==> config.mk <==
export PLATFORM = sky130hd
export DESIGN_NAME = fft_readout_sequencer
export DESIGN_NICKNAME = d
export VERILOG_FILES = /design/src/rtl/fft_readout_sequencer_pkg.sv /design/src/rtl/fft_readout_sequencer_skid_fifo.sv /design/src/rtl/fft_readout_sequencer.sv
export SDC_FILE = /design/constraint.sdc
export NUM_CORES = 1
export LEC_CHECK = 0
export BUFFER_PORTS_ARGS = -buffer_cell sky130_fd_sc_hd__buf_2
export CAP_MARGIN = 15
export CORE_MARGIN = 2
export CORE_UTILIZATION = 33
export CTS_CLUSTER_SIZE = 20
export DETAILED_ROUTE_END_ITERATION = 8
export MAX_ROUTING_LAYER = met4
export SLEW_MARGIN = 20
export SYNTH_ARGS = -nofsm -noshare
export SYNTH_HDL_FRONTEND = slang
export SYNTH_SLANG_ARGS = --single-unit
==> constraint.sdc <==
create_clock -name clk -period 3.41 [get_ports clk]
set_clock_uncertainty 0.15 [all_clocks]
set_input_delay 0.341 -clock clk [delete_from_list [all_inputs] [get_ports clk]]
set_output_delay 0.341 -clock clk [all_outputs]
set_load 0.02 [all_outputs]
==> src/rtl/fft_readout_sequencer_pkg.sv <==
// fft_readout_sequencer_pkg: shared FSM encoding, default index width and bit-reversal helper
package fft_readout_sequencer_pkg;
  localparam int MSB_DEFAULT = 8;
  typedef enum logic [1:0] {
    IDLE  = 2'd0,
    RUN   = 2'd1,
    DRAIN = 2'd2,
    DONE  = 2'd3
  } state_e;
  // reverses the low w bits of x; bits at or above w come back as zero
  function automatic logic [15:0] bitrev(input logic [15:0] x, input int w);
    logic [15:0] r;
    r = '0;
    for (int k = 0; k < 16; k++) if (k < w) r[k] = x[4'(w - 1 - k)];
    return r;
  endfunction
endpackage

==> src/rtl/fft_readout_sequencer_skid_fifo.sv <==
// readout_skid_fifo: two-entry FIFO absorbing RAM read latency, simultaneous push/pop when full
module readout_skid_fifo
  import fft_readout_sequencer_pkg::*;
#(
  parameter int DATA_W = 32
) (
  input  logic              clk,
  input  logic              rst,
  input  logic              push,
  input  logic [DATA_W-1:0] push_data,
  input  logic              pop,
  output logic [DATA_W-1:0] head,
  output logic [1:0]        occupancy
);
  logic [DATA_W-1:0] mem0_q, mem0_d, mem1_q, mem1_d;
  logic [1:0] occ_q, occ_d, base;
  // pop shifts entry 1 forward, then push lands in the first free slot after that shift
  always_comb begin
    base = occ_q - {1'b0, pop};
    occ_d = base + {1'b0, push};
    mem0_d = (push && base == 2'd0) ? push_data : (pop ? mem1_q : mem0_q);
    mem1_d = (push && base == 2'd1) ? push_data : mem1_q;
  end
  // storage and occupancy registers
  always_ff @(posedge clk or posedge rst) begin
    if (rst) begin
      mem0_q <= '0;
      mem1_q <= '0;
      occ_q <= '0;
    end else begin
      mem0_q <= mem0_d;
      mem1_q <= mem1_d;
      occ_q <= occ_d;
    end
  end
  assign head = mem0_q;
  assign occupancy = occ_q;
endmodule

==> src/rtl/fft_readout_sequencer.sv <==
// fft_readout_sequencer: reads FFT bins from bit-reversed RAM order and streams them in natural order
module fft_readout_sequencer
  import fft_readout_sequencer_pkg::*;
#(
  parameter int MSB    = MSB_DEFAULT,
  parameter int DATA_W = 32
) (
  input  logic              clk,
  input  logic              rst,
  input  logic              start,
  output logic              busy,
  output logic              done,
  output logic              rd_en,
  output logic [MSB-1:0]    rd_addr,
  input  logic [DATA_W-1:0] rd_data,
  output logic              out_valid,
  input  logic              out_ready,
  output logic [DATA_W-1:0] out_data,
  output logic [MSB-1:0]    out_index,
  output logic              out_last
);
  state_e state_q, state_d;
  logic [MSB:0] issue_cnt_q, issue_cnt_d;
  logic [MSB-1:0] out_cnt_q, out_cnt_d;
  logic inflight_q;
  logic [1:0] occupancy;
  logic pop;
  assign pop = out_valid & out_ready;
  assign out_valid = occupancy != 2'd0;
  assign out_index = out_cnt_q;
  assign out_last = out_valid && out_cnt_q == '1;
  assign busy = state_q == RUN || state_q == DRAIN;
  assign done = state_q == DONE;
  genvar k;
  for (k = 0; k < MSB; k++) begin : g_rev
    assign rd_addr[k] = issue_cnt_q[MSB-1-k];
  end
  // read credit, counter advance and FSM next state
  always_comb begin
    state_d = state_q;
    rd_en = state_q == RUN && ({1'b0, occupancy} + {2'b0, inflight_q} < 3'd2 + {2'b0, pop});
    issue_cnt_d = rd_en ? issue_cnt_q + 1'b1 : issue_cnt_q;
    out_cnt_d = pop ? out_cnt_q + 1'b1 : out_cnt_q;
    case (state_q)
      IDLE: if (start) begin
        state_d = RUN;
        issue_cnt_d = '0;
        out_cnt_d = '0;
      end
      RUN:   if (issue_cnt_d[MSB]) state_d = DRAIN;
      DRAIN: if (pop && out_last) state_d = DONE;
      default: state_d = IDLE;
    endcase
  end
  // state, counters and the in-flight read marker
  always_ff @(posedge clk or posedge rst) begin
    if (rst) begin
      state_q <= IDLE;
      issue_cnt_q <= '0;
      out_cnt_q <= '0;
      inflight_q <= 1'b0;
    end else begin
      state_q <= state_d;
      issue_cnt_q <= issue_cnt_d;
      out_cnt_q <= out_cnt_d;
      inflight_q <= rd_en;
    end
  end
  readout_skid_fifo #(.DATA_W(DATA_W)) u_fifo (
    .clk       (clk),
    .rst       (rst),
    .push      (inflight_q),
    .push_data (rd_data),
    .pop       (pop),
    .head      (out_data),
    .occupancy (occupancy)
  );
endmodule
* Word level (Yosys, flattened, before mapping)
Cells that the tools add are included.
Widths: inputs -> output; s select.
** Cells by class
- $add $sub $neg :: 6
- Magnitude comparators :: 1
- Equal/unequal tests :: 8
- Muxes and demuxes :: 12
- Bitwise logic cells :: 1
- Reductions and logical operators :: 11
** Operators with widths (number)
- $mux 32 :: 2
- $mux 9 :: 3
- $mux 8 :: 3
- $add 9x1->9 const B :: 1
- $add 8x1->8 const B :: 1
- $eq 8x8->1 const B :: 1
- $mux 2 :: 3
- $pmux 2 s3 :: 1
- $logic_and 1x1->1 :: 5
- $eq 2x1->1 const B :: 2
- $eq 2x2->1 const B :: 2
- $logic_not 2->1 :: 2
- $ne 2x1->1 const B :: 2
- $reduce_bool 2->1 :: 2
- $add 2x1->3 :: 1
- $add 2x1->3 const A :: 1
- $lt 3x3->1 :: 1
- $reduce_and 3->1 :: 1
- $add 2x1->2 :: 1
- $ne 2x2->1 const B :: 1
- $sub 2x1->2 :: 1
- $and 1x1->1 :: 1
- $logic_or 1x1->1 :: 1
** Word-level totals
- Register bits :: 86
- Input port bits :: 36
- Output and inout port bits :: 53
- Logic and storage cells :: 46

* Logic depth before layout (Yosys ltp)
Gate-level depths: netlist of run 1.
- Depth in word-level cells :: 8
- Gate-level depth with buffers :: 9
- Depth with buffers taken out :: 7

* Hierarchy
From an unflattened synthesis of run 1, not the netlist that was laid out.
** Second synthesis, totals
- Cells, all modules :: 341
- Area total of the unflattened synthesis :: 4124.0 µm²
** By module, submodules not included
- readout_skid_fifo :: times used 1, cells an instance 218, area an instance 2910.3 µm², seq. area each 1651.6 µm²
- fft_readout_sequencer :: times used 1, cells an instance 123, area an instance 1213.7 µm², seq. area each 500.5 µm²

* Least setup slack after synthesis of run 1
OpenSTA, ideal clock, no wires.
- Kind :: reg-to-reg
- Start point :: reg u_fifo.occ_q[1] (netlist: u_fifo.occupancy[1])
- End point :: reg u_fifo.mem1_q[11]
- Arrival time :: 2.241 ns
- Setup slack :: 0.894 ns
- Cell stages (with the launch flop) :: 10
- Clock period less this slack :: 2.516 ns
- Cells stage by stage :: dfrtp_1 -> o21ai_2 -> clkinv_1 -> clkbuf_1 -> ha_1 -> xnor2_1 -> and3_1 -> buf_2 -> buf_4 -> mux2_2
** On the way
- Cells in the longest elaborated chain, start to end :: 5
** Ends and longest elaborated chain
- start: declaration :: RTL line fft_readout_sequencer_skid_fifo.sv:16 : logic [1:0] occ_q, occ_d, base;
- start signal: assignment :: RTL line fft_readout_sequencer_skid_fifo.sv:29 : occ_q <= '0;
- start signal: assignment :: RTL line fft_readout_sequencer_skid_fifo.sv:33 : occ_q <= occ_d;
- $reduce_bool 2->1 :: RTL line fft_readout_sequencer.sv:29 : assign out_valid = occupancy != 2'd0;
- $and 1x1->1 :: RTL line fft_readout_sequencer.sv:28 : assign pop = out_valid & out_ready;
- $sub 2x1->2 (*) :: RTL line fft_readout_sequencer_skid_fifo.sv:19 : base = occ_q - {1'b0, pop};
- $eq 2x1->1 (*) :: RTL line fft_readout_sequencer_skid_fifo.sv:22 : mem1_d = (push && base == 2'd1) ? push_data : mem1_q;
- $logic_and 1x1->1 (*) :: RTL line fft_readout_sequencer_skid_fifo.sv:22
- end signal: assignment :: RTL line fft_readout_sequencer_skid_fifo.sv:32 : mem1_q <= mem1_d;
- end: declaration :: RTL line fft_readout_sequencer_skid_fifo.sv:15 : logic [DATA_W-1:0] mem0_q, mem0_d, mem1_q, mem1_d;
Every way passes the cells marked *; elsewhere a longest branch is shown, timed or not.
A chain may end at the register's enable or synchronous reset.

* Worst setup path in the final report of run 1
- Start point :: reg u_fifo.occ_q[1] (netlist: u_fifo.occupancy[1])
- End point :: out rd_en
** On the way
- Cells in the longest elaborated chain, start to end :: 5
- Elaborated cells between the ends (all ways) :: 6
- Those cells by class :: add/sub: 2; order compare: 1; bitwise: 1; reduce/logical: 2
** Ends and longest elaborated chain
- $reduce_bool 2->1 :: RTL line fft_readout_sequencer.sv:29
- $and 1x1->1 :: RTL line fft_readout_sequencer.sv:28
- $add 2x1->3 :: RTL line fft_readout_sequencer.sv:41 : rd_en = state_q == RUN && ({1'b0, occupancy} + {2'b0, inflight_q} < 3'd2 + {2'b0, pop});
- $lt 3x3->1 (*) :: RTL line fft_readout_sequencer.sv:41
- $logic_and 1x1->1 (*) :: RTL line fft_readout_sequencer.sv:41
- end: declaration :: RTL line fft_readout_sequencer.sv:13 : output logic rd_en,
Marked as above.

==> results of run 1 <==
sequential cells by signal, summed over array words and instances, names as in the netlist:
| name | flops |
|---|---|
| state_q | 2 |
| issue_cnt_q | 9 |
| u_fifo.occupancy | 2 |
| inflight_q | 1 |
| u_fifo.head | 32 |
| out_index | 8 |
| u_fifo.mem1_q | 32 |
worst max path at each step:
stage | start | endpoint | cells past startpoint
floorplan | rst | inflight_q | 1
global placement | u_fifo.occupancy[1] | u_fifo.mem1_q[17] | 7
detailed placement | u_fifo.occupancy[1] | u_fifo.mem1_q[12] | 7
CTS | u_fifo.occupancy[1] | rd_en | 6
global route | u_fifo.occupancy[1] | rd_en | 6
finish | u_fifo.occupancy[1] | rd_en | 6
Yosys cell counts (all sizes together):
| master | instances | area [um2] |
|---|---|---|
| a21oi | 2 | 10.0 |
| a311oi | 1 | 15.0 |
| a31oi | 32 | 200 |
| and2 | 3 | 18.8 |
| and3 | 3 | 18.8 |
| and4b | 1 | 10.0 |
| buf | 17 | 111 |
| clkbuf | 11 | 41.3 |
| clkinv | 1 | 3.75 |
| dfrtp | 86 | 2150 |
| ha | 11 | 138 |
| inv | 9 | 33.8 |
| mux2 | 33 | 375 |
| mux2i | 1 | 10.0 |
| nand2 | 74 | 278 |
| nand3 | 10 | 50.1 |
| nand4 | 6 | 37.5 |
| nor2 | 52 | 195 |
| nor3 | 1 | 10.0 |
| nor3b | 1 | 7.51 |
| nor4 | 1 | 6.26 |
| o21ai | 3 | 18.8 |
| o21bai | 1 | 7.51 |
| o31ai | 1 | 7.51 |
| or2 | 1 | 6.26 |
| xnor2 | 4 | 35.0 |
| xor2 | 13 | 114 |
per-layer routing:
metal	wire length, um	global-route usage (%)	vias to the layer above
li1	-	-	1428
met1	3910	17.7	1435
met2	3990	22.9	70
met3	428	3.48	8
met4	110	5.45	0
met5	0	-	-
report_power, final:
group / internal [uW] / leakage [uW] / switching (uW)
registers: 1540 / 0.00104 / 329
clock network: 496 / 0.000136 / 412
logic: 911 / 0.00110 / 1310
total: 2940 / 0.00227 / 2050
critical path, cell delays in order, from the launching register on:
cell and delay, ns:
dfrtp_1 0.44, o21ai_4 0.09, buf_4 0.28, o21ai_1 0.63, nand2_1 0.22, inv_1 0.13, buf_2 0.17
what timing repair did:
item | CTS | global route
hold buffers | 1 | 0
hold endpoints to repair | 86 | 0
setup buffers | 0 | 0
cell families (layout without fill, tap and decap cells):
kind of cell             count (synthesis)  in the layout  synth area share, %
adder cells (fa/ha/maj)                 11             11                 3.52
XOR/XNOR                                17             17                 3.81
AO/OA/AOI/OAI                           40             40                 6.62
flip-flops                              86             86                 55.0
AND/OR/NAND/NOR                        153            153                 16.3
multiplexers                            34             34                 9.85
buffers and inverters                   38            122                 4.86
final cells by class:
class | count | area share (%)
sequential | 86 | 45.4
clock buffer | 9 | 4.75
timing repair buffer | 96 | 10.9
tap | 143 | 3.77
inverter | 10 | 0.818
multi-input combinational | 255 | 33.4
clock inverter | 7 | 1.03
per-stage QoR:
step	setup WS, ns	power, uW
after global placement	0.797	4040
after CTS	0.596	5060
after floorplan	0.697	3540
after detailed placement	0.686	4130
final	0.625	5000
after global routing	0.458	5410
==> PnR_summary.wiki, run 1 <==
{| class="wikitable"
! Metric !! Value
|-
| Total gr overflow || 0
|-
| Deepest clock path buffer count || 2
|-
| Unique masters post-synth || 33
|-
| Post-synthesis instance total || roughly 380
|-
| YS warnings || 0
|-
| Starting DRC count in detailed routing || between 100 and 150
|-
| Required time of the critical path || a little under 3 ns
|-
| Crit share post-route || 81.7%
|-
| Maximum vdd drop || ~0.38 mV
|-
| Die Footprint || about 13000 um2
|-
| CTS buffer count || 9
|-
| Actual transition at the worst max-transition pin || between 0.7 and 0.8 ns
|-
| End point of the worst hold path || u_fifo.mem1_q[2]
|-
| Combined global-route utilization of all metal layers || between 10% and 20%
|-
| Initial standard-cell utilization of the core || between 30% and 40%
|-
| Antenna fix cells || 0
|-
| Number of fill cells in the layout || between 1000 and 1500
|-
| Number of buffer cells added on primary ports || 88
|-
| Worst hold-check slack || ~0.093 ns
|-
| Final setup violating endpoints || 0
|-
| Cell area after synthesis || ~3900 um2
|-
| Number of nets still failing antenna checks after routing || 0
|-
| Setup TNS after final layout || 0 ns
|-
| Initial antenna violation count || 0
|-
| Clk slew on worst S/H paths || 0.06 ns
|-
| Total number of H-tree levels || 3
|-
| Vias in the first global route || about 3000
|-
| Mapped Nets || about 430
|-
| Commonest cells after routing, fill and taps aside || buf_2 (88), dfrtp_1 (86), nand2_1 (74)
|-
| Final Core Density || 41.2%
|-
| Vias after detailed routing || ~3000
|-
| Router iterations before antenna repair || 7
|-
| Register area || roughly 2200 um2
|-
| Min-Delay Path Class || in -> reg
|-
| CTS tree || yes
|-
| Max-slew headroom at the worst pin || 51.6%
|-
| Post-route standard cell area excluding fillers || around 4700 um2
|-
| Standard cell core area || 11500 um2
|-
| Hold Path Origin || rd_data[2]
|-
| Number of placed instances, taps included || slightly below 600
|-
| Final Slew Violations || 0
|-
| Fraction of final layout cells with drive strength greater than 1 || between 30% and 40%
|-
| Worst reg2reg path endpoint || u_fifo.mem1_q[18]
|-
| Sequential share of the synthesized area || between 50% and 60%
|-
| Placer congestion estimate || approximately 0.76
|-
| Root Buffer || clkbuf_16
|-
| Count of boundary I/O pins || just under 90
|-
| Final HPWL DP || 5640 um
|-
| Post-cts gate resize count || 0
|-
| Post-layout min period || roughly 2.8 ns
|-
| Vertical extent of the die || 113 um
|-
| Non-filler cells in the finished layout || 606
|-
| Leading cell type in the layout, fill and taps excluded || buf_2
|-
| P_leak || between 0.002 and 0.0025 uW
|-
| Setup repair after global routing missed its margin || false
|-
| Critical path capture point type || output port
|-
| FF+latch count, synth || 86
|-
| Count of nets after finishing || between 500 and 600
|-
| Vias per cell || 4.85
|-
| Hold violation count in the final report || 0
|-
| Failing checks || design-rule violations
|-
| Startpoint of the worst-slack reg-to-reg timing path || u_fifo.occupancy[1]
|-
| Total of max-cap violations || 0
|-
| Floorplan die width || between 100 and 150 um
|-
| Cell count of the worst hold path || 2
|-
| Syn-to-layout area delta || 21.2%
|-
| Worst-case reg-to-reg path depth || 7
|-
| Maximum clock frequency || about 0.36 GHz
|-
| Syn_area_per_cell || 10.3 um2
|-
| PwrDens || between 1000 and 1500 nW/um2
|-
| Worst reg-to-reg setup slack || ~0.72 ns
|-
| WL final || roughly 8400 um
|-
| Largest net degree at the start of global routing || 87
|-
| Number of sinks driven by the clock tree || 86
|-
| Remaining DRCs || 7
|-
| Clock latency at the later pin of the worst-skew pair || between 0.3 and 0.4 ns
|-
| Placement Cell Area || between 4000 and 5000 um2
|-
| Arrival time of data at the critical path endpoint || 2.29 ns
|-
| First-pass GRT wire length || between 10000 and 15000 um
|-
| Number of standard-cell rows in the floorplan || 39
|-
| Crit Path Max Fanout || 39
|-
| Multi-input gate area in the final layout || approximately 1600 um2
|-
| Category of the most critical setup path || reg -> out
|-
| WL/cell || about 14 um
|-
| CP startpoint kind || flip-flop
|-
| Status || finished, violations left
|}
Note: power is estimated with default switching activity, not from simulation.
==> inputs of run 2 (changes only) <==
- clock period: 3.41 -> 2.7 ns (I/O delays scaled with it)
==> run 2 against run 1 <==
The flow still finishes with violations (design-rule violations). First-iteration DRC count decreased by 38%. Sequential share of layout area down 0.59 points. Die area unchanged. Clock-buffer cell count rose by 2. Critical path depth up 1. Worst setup slack worse by 0.35 ns. Critical path type unchanged. Critical endpoint unchanged.
==> PnR_summary.wiki, run 2 (same netlist as run 1, synthesis figures left out) <==
{| class="wikitable"
! Metric !! Value
|-
| Floorplan die width || 113 um
|-
| Leading cell type in the layout, fill and taps excluded || buf_2
|-
| Total number of H-tree levels || 3
|-
| Final Core Density || approximately two fifths
|-
| Vias after detailed routing || a little under 3000
|-
| Remaining DRCs || 7
|-
| Final Slew Violations || 0
|-
| Clock latency at the later pin of the worst-skew pair || 0.34 ns
|-
| Largest net degree at the start of global routing || 47
|-
| Total gr overflow || 0
|-
| Setup repair after global routing missed its margin || false
|-
| Worst reg-to-reg setup slack || 0.35 ns
|-
| CTS buffer count || 9
|-
| Hold violation count in the final report || 0
|-
| Number of standard-cell rows in the floorplan || 39
|-
| First-pass GRT wire length || 14100 um
|-
| Standard cell core area || around 12000 um2
|-
| CTS tree || yes
|-
| Number of buffer cells added on primary ports || 88
|-
| Required time of the critical path || 2.28 ns
|-
| Antenna fix cells || 0
|-
| Vias in the first global route || between 2000 and 3000
|-
| Startpoint of the worst-slack reg-to-reg timing path || u_fifo.occupancy[1]
|-
| Setup Fix Bufs, Post-CTS || 0
|-
| Router iterations before antenna repair || 8
|-
| Die Footprint || roughly 13000 um2
|-
| Max-slew headroom at the worst pin || roughly 58%
|-
| Crit share post-route || about nine tenths
|-
| Number of placed instances, taps included || approximately 600
|-
| P_leak || 0.00229 uW
|-
| Count of boundary I/O pins || between 80 and 90
|-
| Crit Path Max Fanout || 9
|-
| PwrDens || 1350 nW/um2
|-
| Vertical extent of the die || roughly 110 um
|-
| Worst-case reg-to-reg path depth || 7
|-
| Hold Path Origin || rd_data[14]
|-
| Number of sinks driven by the clock tree || 86
|-
| Initial antenna violation count || 0
|-
| Count of nets after finishing || approximately 510
|-
| Starting DRC count in detailed routing || 91
|-
| Maximum clock frequency || between 0.4 and 0.5 GHz
|-
| Vias per cell || between 4 and 5
|-
| Cell count of the worst hold path || 2
|-
| Combined global-route utilization of all metal layers || 14.4%
|-
| Deepest clock path buffer count || 2
|-
| Arrival time of data at the critical path endpoint || 2.00 ns
|-
| Non-filler cells in the finished layout || around 600
|-
| Worst reg2reg path endpoint || u_fifo.mem1_q[16]
|-
| Total of max-cap violations || 0
|-
| Fraction of final layout cells with drive strength greater than 1 || 32.4%
|-
| Final setup violating endpoints || 0
|-
| Final HPWL DP || 5890 um
|-
| Number of nets still failing antenna checks after routing || 0
|-
| Status || finished, violations left
|-
| Placer congestion estimate || around 0.76
|-
| WL/cell || 14.0 um
|-
| Initial standard-cell utilization of the core || roughly a third
|-
| Min-Delay Path Class || in -> reg
|-
| End point of the worst hold path || u_fifo.mem1_q[14]
|-
| Syn-to-layout area delta || 22.8%
|-
| Clk slew on worst S/H paths || 0.06 ns
|-
| WL final || between 8000 and 9000 um
|-
| Root Buffer || clkbuf_16
|-
| Commonest cells after routing, fill and taps aside || buf_2 (88), dfrtp_1 (86), nand2_1 (74)
|-
| Critical path capture point type || output port
|-
| Category of the most critical setup path || reg -> out
|-
| CP startpoint kind || flip-flop
|-
| Post-layout min period || 2.42 ns
|-
| Setup TNS after final layout || 0 ns
|-
| Worst hold-check slack || 0.0256 ns
|-
| Maximum vdd drop || around 0.5 mV
|-
| Actual transition at the worst max-transition pin || approximately 0.63 ns
|-
| Failing checks || design-rule violations
|}
[run 2: changes by cell type in the layout (fill, tap and decap cells not counted)]
cell	previous run	this run
clkbuf_8	0	2
clkinv_2	4	2
buf_6	0	1
clkinvlp_4	1	3
inv_6	2	0
bufinv_16	0	1
clkinv_4	1	0
buf_4	6	8
[run 2: report_power, final]
group | leakage, uW | switching [uW] | internal, uW
Combinational | 0.00111 | 1680 | 1190
Sequential | 0.00104 | 405 | 1940
Clock | 0.000144 | 502 | 765
Total | 0.00229 | 2580 | 3900
[run 2: cell type report]
cell class,count,area (um2)
fillers,1136,6710
clock buffers,11,253
inverters,10,38.8
repair buffers,99,542
flip-flops and latches,86,2150
clock inverters,5,57.6
well taps,143,179
multi-input cells,255,1580
[run 2: per-layer routing]
| layer | track usage [%] | vias to the layer above | wire length [um] |
|---|---|---|---|
| li1 | - | 1430 | - |
| met1 | 17.9 | 1388 | 3850 |
| met2 | 22.5 | 73 | 4050 |
| met3 | 2.95 | 10 | 435 |
| met4 | 6.91 | 0 | 175 |
| met5 | - | - | 0 |
[run 2: per-stage QoR]
| stage | total power (uW) | instance area [um2] | setup slack [ns] |
|---|---|---|---|
| after global placement | 5150 | 4480 | 0.392 |
| after global routing | 6970 | 4800 | 0.121 |
| after detailed placement | 5270 | 4480 | 0.370 |
| after CTS | 6570 | 4800 | 0.139 |
| final | 6480 | 4800 | 0.278 |
| after floorplan | 4470 | 3910 | 0.0582 |
[run 2: critical path, stage by stage, from the launching register on]
cell and delay [ns]:
dfrtp_1 0.43, ha_1 0.23, ha_1 0.27, o21ai_1 0.16, buf_4 0.21, nand2_1 0.10
inv_1 0.09, buf_2 0.17
[run 2: worst max-delay path by stage]
stage                     slack [ns]  depth (start not counted)                 from           endpoint
final                           0.28                          7           inflight_q              rd_en
after CTS                       0.14                          7  u_fifo.occupancy[1]              rd_en
after global routing            0.12                          7  u_fifo.occupancy[1]              rd_en
after global placement          0.39                          7  u_fifo.occupancy[1]   u_fifo.mem1_q[7]
after detailed placement        0.37                          7  u_fifo.occupancy[1]  u_fifo.mem1_q[16]
after floorplan                 0.06                          1                  rst         inflight_q
[run 2: repair_timing]
action / CTS / global route
hold buffers: 1 / 0
endpoints found under the setup margin: 0 / 1
hold endpoints to repair: 12 / 0
resized for setup: 0 / 1
==> inputs of run 3 (changes only) <==
- SETUP_SLACK_MARGIN: not set -> 0.5
==> run 3 against run 2 <==
Fmax is 12% higher. The run still ends with design-rule violations left. Design area rose by 8.9%. Die area unchanged.
==> PnR_summary.wiki, run 3 (same netlist as run 1, synthesis figures left out) <==
{| class="wikitable"
! Metric !! Value
|-
| CTS buffer count || 9
|-
| Worst hold-check slack || between 0.02 and 0.025 ns
|-
| Fraction of final layout cells with drive strength greater than 1 || between 30% and 40%
|-
| Final Slew Violations || 0
|-
| Combined global-route utilization of all metal layers || between 10% and 20%
|-
| Antenna fix cells || 0
|-
| Number of buffer cells added on primary ports || 88
|-
| Standard cell core area || 11500 um2
|-
| Worst setup margin || around 0.54 ns
|-
| Vias after detailed routing || 2987
|-
| Remaining DRCs || 7
|-
| Min-Delay Path Class || in -> reg
|-
| Syn-to-layout area delta || 33.8%
|-
| Vertical extent of the die || approximately 110 um
|-
| Number of standard-cell rows in the floorplan || 39
|-
| Clk slew on worst S/H paths || 0.06 ns
|-
| Crit Path Max Fanout || 15
|-
| Count of nets after finishing || roughly 520
|-
| Crit-path max cell delay || around 0.45 ns
|-
| Multi-input gate area in the final layout || ~1800 um2
|-
| Actual transition at the worst max-transition pin || 0.597 ns
|-
| CP startpoint kind || flip-flop
|-
| Die Footprint || approximately 13000 um2
|-
| Number of nets still failing antenna checks after routing || 0
|-
| Vias per cell || 4.79
|-
| Commonest cells after routing, fill and taps aside || buf_2 (87), dfrtp_1 (83), nand2_1 (73)
|-
| Critical path capture point type || flip-flop
|-
| Total number of H-tree levels || 3
|-
| Maximum vdd drop || 0.530 mV
|-
| Vias in the first global route || approximately 3000
|-
| Starting DRC count in detailed routing || 110
|-
| PwrDens || 1420 nW/um2
|-
| Cell-by-cell listing of the critical path || o21ai_4 -> buf_8 -> o21ai_4 -> buf_6 -> buf_6 -> and4b_1 -> nor3_4 -> mux2_4
|-
| Clock latency at the later pin of the worst-skew pair || between 0.3 and 0.4 ns
|-
| Initial antenna violation count || 0
|-
| Cell with the biggest individual delay on the critical path || dfrtp_2
|-
| Placer congestion estimate || approximately 0.78
|-
| Non-filler cells in the finished layout || a little over 600
|-
| Setup TNS after final layout || 0 ns
|-
| Total gr overflow || 0
|-
| Number of sinks driven by the clock tree || 86
|-
| CTS tree || yes
|-
| Arrival time of data at the critical path endpoint || 2.23 ns
|-
| Failing checks || design-rule violations
|-
| Maximum clock frequency || roughly 0.46 GHz
|-
| Number of fill cells in the layout || approximately 1100
|-
| Setup repair after global routing missed its margin || true
|-
| Max-slew headroom at the worst pin || 60.2%
|-
| Total of max-cap violations || 0
|-
| Root Buffer || clkbuf_16
|-
| Required time of the critical path || approximately 2.8 ns
|-
| WL/cell || about 15 um
|-
| Final setup violating endpoints || 0
|-
| Largest net degree at the start of global routing || 40
|-
| Post-layout min period || between 2 and 2.5 ns
|-
| Hold violation count in the final report || 0
|-
| Status || finished, violations left
|-
| Router iterations before antenna repair || 8
|-
| Crit share post-route || between 80% and 90%
|-
| Deepest clock path buffer count || 2
|-
| Floorplan die width || ~110 um
|-
| Kind of cell with the highest combined delay on the critical path || flip-flops
|-
| Worst path buffer plus inverter count || 3
|-
| WL final || approximately 9400 um
|-
| Register area || 2160 um2
|-
| Number of placed instances, taps included || about 600
|-
| Leading cell type in the layout, fill and taps excluded || buf_2
|-
| Setup slack after placement || roughly 0.44 ns
|-
| Initial standard-cell utilization of the core || between 30 and 40%
|-
| Count of boundary I/O pins || 89
|-
| Category of the most critical setup path || reg -> reg
|-
| P_leak || roughly 0.0025 uW
|-
| First-pass GRT wire length || approximately 15000 um
|-
| Final HPWL DP || about 6300 um
|}
-- run 3: repair_timing --
action,CTS,global route
setup buffers,4,7
hold endpoints to repair,18,0
pin swaps,1,8
gates resized for setup,14,37
gates cloned,0,2
hold buffers,1,0
endpoints found under the setup margin,51,40
-- run 3: final timing paths --
kind	start	endpoint	slack, ns	cells after the start
max reg2reg	u_fifo.occupancy[1]	state_q[1]	0.54	8
min reg2reg	u_fifo.mem1_q[2]	u_fifo.mem1_q[2]	0.34	1
min in group asynchronous	rst	u_fifo.head[2]	0.37	3
max	u_fifo.occupancy[1]	state_q[1]	0.54	8
min	rd_data[14]	u_fifo.mem1_q[14]	0.02	2
max in group asynchronous	rst	u_fifo.head[23]	1.45	4
-- run 3: per-stage QoR --
stage / utilization, % / instance area [um2] / total power [uW]
after floorplan: - / 3960 / 4540
after global placement: 39.6 / 4560 / 5290
after detailed placement: 39.6 / 4560 / 5390
after CTS: 43.3 / 4980 / 6990
after global routing: 45.4 / 5230 / 7980
final: 45.4 / 5230 / 7460
-- run 3: metal layers --
layer | share of wire (%) | wire length (um) | GRT usage (%) | up-vias
met4 | 2.1 | 193 | 7.24 | 0
met1 | 46 | 4310 | 19.0 | 1443
met5 | 0 | 0 | - | -
met2 | 47 | 4440 | 23.6 | 71
met3 | 4.6 | 432 | 2.68 | 14
li1 | - | - | - | 1459
-- run 3: where the power goes --
part           total (uW)  leakage (uW)  switching [uW]  internal, uW
clock network        1380      0.000161             486           890
logic                3700       0.00131            1910          1800
registers            2380       0.00104             432          1950
-- run 3: layout make-up --
type,count,share of cell area (%)
flip-flops and latches,86,41.2
well taps,143,3.42
inverters,10,0.837
clock inverters,5,1.91
repair buffers,115,14.6
clock buffers,9,4.30
multi-input cells,255,33.7
-- run 3: worst register-to-register path: stages, from the launching register on --
cell     delay (ns)
dfrtp_2        0.45
o21ai_4        0.24
buf_8          0.20
o21ai_4        0.07
buf_6          0.12
buf_6          0.10
and4b_1        0.19
nor3_4         0.22
mux2_4         0.32
